**config.mk**
```make
export PLATFORM = sky130hd
export DESIGN_NAME = hazard_ctrl_flat
export DESIGN_NICKNAME = d
export VERILOG_FILES = /design/src/rtl/hazard_ctrl_if.sv /design/src/rtl/hazard_ctrl.sv /design/src/flat_wrapper.sv
export SDC_FILE = /design/constraint.sdc
export NUM_CORES = 1
export LEC_CHECK = 0
export CORE_UTILIZATION = 51
export DETAILED_ROUTE_END_ITERATION = 6
export HOLD_SLACK_MARGIN = 0.03
export PLACE_DENSITY_LB_ADDON = 0.12
export SLEW_MARGIN = 20
export SYNTH_ARGS = -nofsm -noshare
export SYNTH_HDL_FRONTEND = slang
export SYNTH_SLANG_ARGS = --single-unit
```
**constraint.sdc**
```tcl
create_clock -name clk -period 3 [get_ports clk]
set_input_delay 0.3 -clock clk [delete_from_list [all_inputs] [get_ports clk]]
set_output_delay 0.3 -clock clk [all_outputs]
set_load 0.05 [all_outputs]
```
**src/rtl/hazard_ctrl_if.sv**
```systemverilog
`default_nettype none
// ============================================================================
// Module      : hazard_ctrl_if
// Description : Decode-stage hazard request / pipeline control bundle between
//               the CPU datapath (master) and hazard_ctrl (slave).
// Revision    : 1.0 - initial release
// ============================================================================
interface hazard_ctrl_if;
    logic [3:0] id_rs1;
    logic [3:0] id_rs2;
    logic       id_use1;
    logic       id_use2;
    logic [3:0] id_rd;
    logic       id_reg_write;
    logic       id_mem_read;
    logic       id_muldiv;
    logic       branch_taken;
    logic       pc_we;
    logic       ifid_we;
    logic       ifid_flush;
    logic       idex_we;
    logic       idex_flush;
    logic       exmem_flush;
    logic [1:0] fwd_a_sel;
    logic [1:0] fwd_b_sel;
    logic       busy;

    modport master (
        output id_rs1, id_rs2, id_use1, id_use2, id_rd, id_reg_write,
               id_mem_read, id_muldiv, branch_taken,
        input  pc_we, ifid_we, ifid_flush, idex_we, idex_flush, exmem_flush,
               fwd_a_sel, fwd_b_sel, busy
    );

    modport slave (
        input  id_rs1, id_rs2, id_use1, id_use2, id_rd, id_reg_write,
               id_mem_read, id_muldiv, branch_taken,
        output pc_we, ifid_we, ifid_flush, idex_we, idex_flush, exmem_flush,
               fwd_a_sel, fwd_b_sel, busy
    );
endinterface
`default_nettype wire

```
**src/rtl/hazard_ctrl.sv**
```systemverilog
`default_nettype none
// ============================================================================
// Module      : hazard_ctrl
// Description : Stall/flush/forwarding/mul-div hold controller for the 5-stage
//               16-bit CPU. Define HAZARD_FWD_EN to enable EX forwarding.
// Revision    : 1.0 - initial release
// ============================================================================
module hazard_ctrl #(
    parameter int MULDIV_CYCLES = 4
) (
    input  logic         clk,
    input  logic         rst,
    hazard_ctrl_if.slave hz
);
    localparam logic [1:0] c_ST_RUN    = 2'd0;
    localparam logic [1:0] c_ST_MULDIV = 2'd1;
    localparam int         c_LOAD_VAL  = (MULDIV_CYCLES > 1) ? (MULDIV_CYCLES - 2) : 0;
    localparam logic [3:0] c_CNT_LOAD  = 4'(c_LOAD_VAL);
    localparam logic       c_HOLD_EN   = (MULDIV_CYCLES > 1);

    function automatic logic f_reads(input logic u1, input logic [3:0] s1,
                                     input logic u2, input logic [3:0] s2,
                                     input logic [3:0] rd);
        return (u1 && (s1 == rd)) || (u2 && (s2 == rd));
    endfunction

    logic [1:0] r_state, w_state_nxt;
    logic [3:0] r_cnt, w_cnt_nxt;
    logic       w_md_clr;
    logic [3:0] r_ex_rd, r_mem_rd, r_wb_rd;
    logic       r_ex_rw, r_ex_mr, r_ex_md, r_mem_rw, r_wb_rw;
    logic       w_hold, w_stall, w_id_hit_ex;
    logic       w_pc_we, w_ifid_we, w_ifid_flush, w_idex_we, w_idex_flush;
    logic       w_exmem_flush, w_busy;

    // The mul/div is held from its first EX cycle; the FSM covers the rest.
    assign w_hold      = (r_state == c_ST_MULDIV) || (c_HOLD_EN && r_ex_md);
    assign w_id_hit_ex = f_reads(hz.id_use1, hz.id_rs1, hz.id_use2, hz.id_rs2, r_ex_rd);

    always_ff @(posedge clk) begin
        if (rst) begin
            r_state <= c_ST_RUN;
            r_cnt   <= 4'd0;
        end else begin
            r_state <= w_state_nxt;
            r_cnt   <= w_cnt_nxt;
        end
    end

    always_comb begin
        w_state_nxt = r_state;
        w_cnt_nxt   = r_cnt;
        w_md_clr    = 1'b0;
        case (r_state)
            c_ST_RUN: begin
                if (c_HOLD_EN && r_ex_md) begin
                    w_cnt_nxt = c_CNT_LOAD;
                    if (c_CNT_LOAD == 4'd0) begin
                        w_md_clr = 1'b1;
                    end else begin
                        w_state_nxt = c_ST_MULDIV;
                    end
                end
            end
            c_ST_MULDIV: begin
                w_cnt_nxt = r_cnt - 4'd1;
                if (r_cnt <= 4'd1) begin
                    w_state_nxt = c_ST_RUN;
                    w_md_clr    = 1'b1;
                end
            end
            default: begin
                w_state_nxt = c_ST_RUN;
                w_cnt_nxt   = 4'd0;
            end
        endcase
    end

    always_comb begin
        w_pc_we       = 1'b1;
        w_ifid_we     = 1'b1;
        w_ifid_flush  = 1'b0;
        w_idex_we     = 1'b1;
        w_idex_flush  = 1'b0;
        w_exmem_flush = 1'b0;
        w_busy        = 1'b0;
        if (w_hold) begin
            w_pc_we       = 1'b0;
            w_ifid_we     = 1'b0;
            w_idex_we     = 1'b0;
            w_exmem_flush = 1'b1;
            w_busy        = 1'b1;
        end else if (w_stall) begin
            w_pc_we      = 1'b0;
            w_ifid_we    = 1'b0;
            w_idex_flush = 1'b1;
        end else begin
            w_ifid_flush = hz.branch_taken;
        end
    end

    assign hz.pc_we       = w_pc_we;
    assign hz.ifid_we     = w_ifid_we;
    assign hz.ifid_flush  = w_ifid_flush;
    assign hz.idex_we     = w_idex_we;
    assign hz.idex_flush  = w_idex_flush;
    assign hz.exmem_flush = w_exmem_flush;
    assign hz.busy        = w_busy;

    // A stall loads ID/EX with a bubble, so idex_flush always comes with idex_we.
    always_ff @(posedge clk) begin
        if (rst) begin
            r_ex_rd  <= 4'd0;
            r_ex_rw  <= 1'b0;
            r_ex_mr  <= 1'b0;
            r_ex_md  <= 1'b0;
            r_mem_rd <= 4'd0;
            r_mem_rw <= 1'b0;
            r_wb_rd  <= 4'd0;
            r_wb_rw  <= 1'b0;
        end else begin
            if (w_idex_we) begin
                r_ex_rd <= hz.id_rd;
                r_ex_rw <= hz.id_reg_write & ~w_idex_flush;
                r_ex_mr <= hz.id_mem_read  & ~w_idex_flush;
                r_ex_md <= hz.id_muldiv    & ~w_idex_flush;
            end else if (w_md_clr) begin
                r_ex_md <= 1'b0;
            end
            r_mem_rd <= r_ex_rd;
            r_mem_rw <= r_ex_rw & ~w_exmem_flush;
            r_wb_rd  <= r_mem_rd;
            r_wb_rw  <= r_mem_rw;
        end
    end

`ifdef HAZARD_FWD_EN
    logic [3:0] r_ex_rs1, r_ex_rs2;
    logic       r_ex_use1, r_ex_use2, r_mem_mr;

    function automatic logic [1:0] f_fwd(input logic use_en, input logic [3:0] src,
                                         input logic mem_rw, input logic mem_mr,
                                         input logic [3:0] mem_rd,
                                         input logic wb_rw, input logic [3:0] wb_rd);
        if (!use_en)                               return 2'b00;
        else if (mem_rw && !mem_mr && mem_rd == src) return 2'b10;
        else if (wb_rw && wb_rd == src)            return 2'b01;
        else                                       return 2'b00;
    endfunction

    always_ff @(posedge clk) begin
        if (rst) begin
            r_ex_rs1  <= 4'd0;
            r_ex_rs2  <= 4'd0;
            r_ex_use1 <= 1'b0;
            r_ex_use2 <= 1'b0;
            r_mem_mr  <= 1'b0;
        end else begin
            if (w_idex_we) begin
                r_ex_rs1  <= hz.id_rs1;
                r_ex_rs2  <= hz.id_rs2;
                r_ex_use1 <= hz.id_use1 & ~w_idex_flush;
                r_ex_use2 <= hz.id_use2 & ~w_idex_flush;
            end
            r_mem_mr <= r_ex_mr & ~w_exmem_flush;
        end
    end

    assign w_stall      = r_ex_mr && w_id_hit_ex;
    assign hz.fwd_a_sel = f_fwd(r_ex_use1, r_ex_rs1, r_mem_rw, r_mem_mr, r_mem_rd, r_wb_rw, r_wb_rd);
    assign hz.fwd_b_sel = f_fwd(r_ex_use2, r_ex_rs2, r_mem_rw, r_mem_mr, r_mem_rd, r_wb_rw, r_wb_rd);
`else
    logic w_id_hit_mem, w_id_hit_wb;

    // Without forwarding a reader waits until its writer has left WB.
    assign w_id_hit_mem = f_reads(hz.id_use1, hz.id_rs1, hz.id_use2, hz.id_rs2, r_mem_rd);
    assign w_id_hit_wb  = f_reads(hz.id_use1, hz.id_rs1, hz.id_use2, hz.id_rs2, r_wb_rd);
    assign w_stall      = (r_ex_mr && w_id_hit_ex) || (r_ex_rw && w_id_hit_ex) ||
                          (r_mem_rw && w_id_hit_mem) || (r_wb_rw && w_id_hit_wb);
    assign hz.fwd_a_sel = 2'b00;
    assign hz.fwd_b_sel = 2'b00;
`endif

endmodule
`default_nettype wire

```
**src/flat_wrapper.sv**
```systemverilog
// flat-port wrapper written by rule: the top's interface ports become plain ports
module hazard_ctrl_flat 
#(
    parameter int MULDIV_CYCLES = 4
)
  (clk, rst, hz_id_rs1, hz_id_rs2, hz_id_use1, hz_id_use2, hz_id_rd, hz_id_reg_write, hz_id_mem_read, hz_id_muldiv, hz_branch_taken, hz_pc_we, hz_ifid_we, hz_ifid_flush, hz_idex_we, hz_idex_flush, hz_exmem_flush, hz_fwd_a_sel, hz_fwd_b_sel, hz_busy);
  hazard_ctrl_if hz_i ();
  input  logic clk;
  input  logic rst;
  input wire logic [$bits(hz_i.id_rs1)-1:0] hz_id_rs1;
  input wire logic [$bits(hz_i.id_rs2)-1:0] hz_id_rs2;
  input wire logic [$bits(hz_i.id_use1)-1:0] hz_id_use1;
  input wire logic [$bits(hz_i.id_use2)-1:0] hz_id_use2;
  input wire logic [$bits(hz_i.id_rd)-1:0] hz_id_rd;
  input wire logic [$bits(hz_i.id_reg_write)-1:0] hz_id_reg_write;
  input wire logic [$bits(hz_i.id_mem_read)-1:0] hz_id_mem_read;
  input wire logic [$bits(hz_i.id_muldiv)-1:0] hz_id_muldiv;
  input wire logic [$bits(hz_i.branch_taken)-1:0] hz_branch_taken;
  output wire logic [$bits(hz_i.pc_we)-1:0] hz_pc_we;
  output wire logic [$bits(hz_i.ifid_we)-1:0] hz_ifid_we;
  output wire logic [$bits(hz_i.ifid_flush)-1:0] hz_ifid_flush;
  output wire logic [$bits(hz_i.idex_we)-1:0] hz_idex_we;
  output wire logic [$bits(hz_i.idex_flush)-1:0] hz_idex_flush;
  output wire logic [$bits(hz_i.exmem_flush)-1:0] hz_exmem_flush;
  output wire logic [$bits(hz_i.fwd_a_sel)-1:0] hz_fwd_a_sel;
  output wire logic [$bits(hz_i.fwd_b_sel)-1:0] hz_fwd_b_sel;
  output wire logic [$bits(hz_i.busy)-1:0] hz_busy;
  assign hz_i.id_rs1 = hz_id_rs1;
  assign hz_i.id_rs2 = hz_id_rs2;
  assign hz_i.id_use1 = hz_id_use1;
  assign hz_i.id_use2 = hz_id_use2;
  assign hz_i.id_rd = hz_id_rd;
  assign hz_i.id_reg_write = hz_id_reg_write;
  assign hz_i.id_mem_read = hz_id_mem_read;
  assign hz_i.id_muldiv = hz_id_muldiv;
  assign hz_i.branch_taken = hz_branch_taken;
  assign hz_pc_we = hz_i.pc_we;
  assign hz_ifid_we = hz_i.ifid_we;
  assign hz_ifid_flush = hz_i.ifid_flush;
  assign hz_idex_we = hz_i.idex_we;
  assign hz_idex_flush = hz_i.idex_flush;
  assign hz_exmem_flush = hz_i.exmem_flush;
  assign hz_fwd_a_sel = hz_i.fwd_a_sel;
  assign hz_fwd_b_sel = hz_i.fwd_b_sel;
  assign hz_busy = hz_i.busy;
  hazard_ctrl #(.MULDIV_CYCLES(MULDIV_CYCLES)) u_core (.clk(clk), .rst(rst), .hz(hz_i));
endmodule
```
==> impl_metrics.csv <==
group,metric,value,unit
grt,grt.total_usage,19.6,%
layout,multi_input_area,648,µm²
timing,finalCritPeriodShare,78.4,%
die,start_util,56.8,%
timing,drv_slew,0,
clock_tree,hold_buffers,0,
synthesis,synth_edf_count,0,
detailed_routing,vias_per_cell,5.11,
clock_tree,clock-sinks,22,
detailed_routing,post-route-drc-count,0,
clock_tree,htreeDepth,1,
placed_design,hpwl,1680,µm
clock_tree,clock_latency,0.30,ns
clock_tree,numCtsBuffers,3,
critical_path,crit_fanout,11,
run_status,outcome,"complete, no violations",
clock_tree,clk_pin_slew,0.12,ns
pwr,power_density,654,mW/mm²
die,die_x,49.9,µm
layout,seqCellArea,440,µm²
layout,diodes,0,
detailed_routing,vias,925,
clock_tree,clk_path_buf_depth,2,
clock_tree,post_cts_buffers,0,
layout,nFillCells,174,
synthesis,ys_seq_area_share,37.6,%
critical_path,critical_path.startpoint_type,"flip-flop",
die,die_h,49.9,µm
clock_tree,ctsRootBufferMaster,"clkbuf_4",
flow_run,max-cap-violations,0,
grt,grt_start_max_net_pins,22,
critical_path,cp.required,2.70,ns
critical_path,worst_path_dominant_cell_family,"buffers and inverters",
critical_path,path_buf_inv,2,
critical_path,cpPeakStageDelay,0.84,ns
timing,period_needed,2.35,ns
die,io_pins,31,
die,placement_rows,16,
critical_path,path_class,"flip-flop to primary output",
synthesis,synth_area,0.00117,mm²
timing,slew_headroom,50.7,%
grt,first_global_vias,863,
clock_tree,cts_resized,0,
detailed_routing,drtPass1Iterations,4,
layout,layout-drive-gt1-share,8.44,%
hold_path,hold_path_class,"flip-flop to flip-flop",
timing,setup_viol,0,
detailed_routing,routed_wl,2190,µm
timing,tns,0,ns
detailed_routing,postRouteAntennaNets,0,
synthesis,ys_types,33,
grt,overflow,0,
synthesis,synth_cells,131,
critical_path,path_cells,"or2_1 > inv_2 > clkdlybuf4s50_1",
timing,rsz0062_at_grt,"no",
layout,area_growth,21.9,%
pwr,power.leakage,0.550,nW
clock_tree,cts_tree,"done",
synthesis,ys_dominant_reg_cell,"dfxtp_1",
die,coreArea,0.00206,mm²
detailed_routing,wire_per_inst,12.1,µm
layout,design_area,0.00143,mm²
timing,hold_viol,0,
layout,nNetsFinal,177,
timing,fmax,0.425,GHz
synthesis,ys_async_sr_fraction,0,%
critical_path,arrival,2.05,ns
placed_design,numPortBuffers,26,
synthesis,synth_seq_cells,22,
placed_design,placed_area,0.00139,mm²
placed_design,place.gp.congestion,0.799,
timing,worstMarginPinSlew,0.737,ns
grt,grt_pass1_wl,3740,µm
critical_path,endpoint_kind,"primary output",
die,die_area,0.00249,mm²
synthesis,yosysWarnings,0,
detailed_routing,drt_iter0_drc,14,
pwr,peakVddDrop,0.427,mV
critical_path,slowest_stage,"clkdlybuf4s50_1",
grt,antenna_found_initial,0,
synthesis,synth_area_per_cell,8.94,µm²
timing,finClkSkew,0.00625,ns
[metal layers]
metal | vias up | global-route usage, % | share of wire [%]
li1 | 474 | - | -
met1 | 424 | 24.1 | 45
met2 | 25 | 34.2 | 50
met3 | 2 | 4.63 | 4.5
met4 | 0 | 4.29 | 0.91
met5 | - | 0 | 0
[flip-flops by register name, indices dropped and copies added (netlist names)]
signal           flops
u_core.r_cnt         4
u_core.r_ex_rw       1
u_core.r_ex_mr       1
u_core.r_state       1
u_core.r_wb_rw       1
u_core.r_ex_md       1
u_core.r_ex_rd       4
u_core.r_mem_rd      4
u_core.r_wb_rd       4
u_core.r_mem_rw      1
[path summary, 6_finish.rpt]
path              cells past startpoint                          end  slack [ns]                            from
setup / recovery                      3                   hz_idex_we        0.65  u_core.r_state[0]$_SDFFE_PP0P_
hold / removal                        2  u_core.r_ex_mr$_SDFFE_PP0P_        0.48     u_core.r_ex_mr$_SDFFE_PP0P_
hold reg to reg                       2  u_core.r_ex_mr$_SDFFE_PP0P_        0.48     u_core.r_ex_mr$_SDFFE_PP0P_
setup reg to reg                      5  u_core.r_ex_md$_SDFFE_PP0P_        1.60  u_core.r_state[0]$_SDFFE_PP0P_
[cell usage in the layout, fill, tap and decap left out]
master | netlist | layout
nor2_2 | 1 | 1
and2_1 | 1 | 1
clkdlybuf4s50_1 | 0 | 22
nand3_1 | 1 | 1
ha_1 | 2 | 2
a311oi_1 | 1 | 1
nor2b_1 | 10 | 10
xor2_1 | 13 | 13
nand4_1 | 5 | 5
o21ai_0 | 2 | 2
conb_1 | 1 | 4
o21a_1 | 1 | 1
nor4b_1 | 1 | 1
inv_1 | 2 | 2
o32ai_2 | 1 | 1
nor3_1 | 9 | 9
o21ai_1 | 1 | 1
o211ai_1 | 1 | 1
mux2i_1 | 1 | 1
xnor2_1 | 11 | 11
clkbuf_4 | 0 | 3
nor2_1 | 4 | 4
clkbuf_8 | 0 | 1
a21oi_1 | 6 | 6
nand4_4 | 1 | 1
nand3b_1 | 1 | 1
nand2b_1 | 2 | 2
a211oi_1 | 1 | 1
inv_2 | 1 | 1
nand2_1 | 14 | 14
dfxtp_1 | 22 | 22
buf_4 | 7 | 5
o31ai_1 | 2 | 2
or2_1 | 1 | 1
[worst min-delay path: cells and delay by family (launching register included)]
family,cells,cell delay (ns)
and+or+nand+nor,1,0.06
DFF,1,0.34
AOI/OAI and AO/OA,1,0.05
[final cells by class]
class | count | area share, %
flip-flops and latches | 22 | 30.9
inverters | 3 | 0.789
multi-input cells | 98 | 45.4
repair buffers | 27 | 18.1
clock buffers | 4 | 2.54
well taps | 27 | 2.37
[per-stage QoR]
stage	hold WS (ns)	total power, mW	instances	utilization, %	setup slack (ns)
after floorplan	0.436	0.695	134	-	0.378
after global placement	0.454	0.774	177	67.5	0.827
after detailed placement	0.469	0.781	177	67.5	0.785
after CTS	0.486	0.941	181	69.2	0.632
after global routing	0.510	0.992	181	69.2	0.541
final	0.482	0.933	181	69.2	0.648
[Yosys cell counts, drive strengths merged (2+ instances only)]
cell type / count / share of area [%]
ha: 2 / 2.1
nand4: 6 / 4.5
o31ai: 2 / 1.3
nand2: 14 / 4.5
nor2: 5 / 1.8
o21ai: 3 / 1.3
inv: 3 / 0.96
nor3: 9 / 3.8
nand2b: 2 / 1.1
buf: 9 / 6.4
xor2: 13 / 9.7
dfxtp: 22 / 38
xnor2: 11 / 8.2
a21oi: 6 / 2.6
clkbuf: 2 / 0.64
nor2b: 10 / 5.3
[where the power goes]
group / switching, mW / leakage, nW / internal (mW)
combinational: 0.239 / 0.348 / 0.154
sequential: 0.0446 / 0.180 / 0.335
clock: 0.0864 / 0.0210 / 0.0740
total: 0.371 / 0.550 / 0.563
[kinds of logic after synthesis]
family                   synth area share [%]
flip-flops                               37.6
multiplexers                            0.855
AND/OR/NAND/NOR                          23.9
AO/OA/AOI/OAI                            9.19
XOR/XNOR                                 17.9
buffers and inverters                    8.01
other                                   0.320
adder cells (fa/ha/maj)                  2.14
Power figures use the tool's default switching activity.
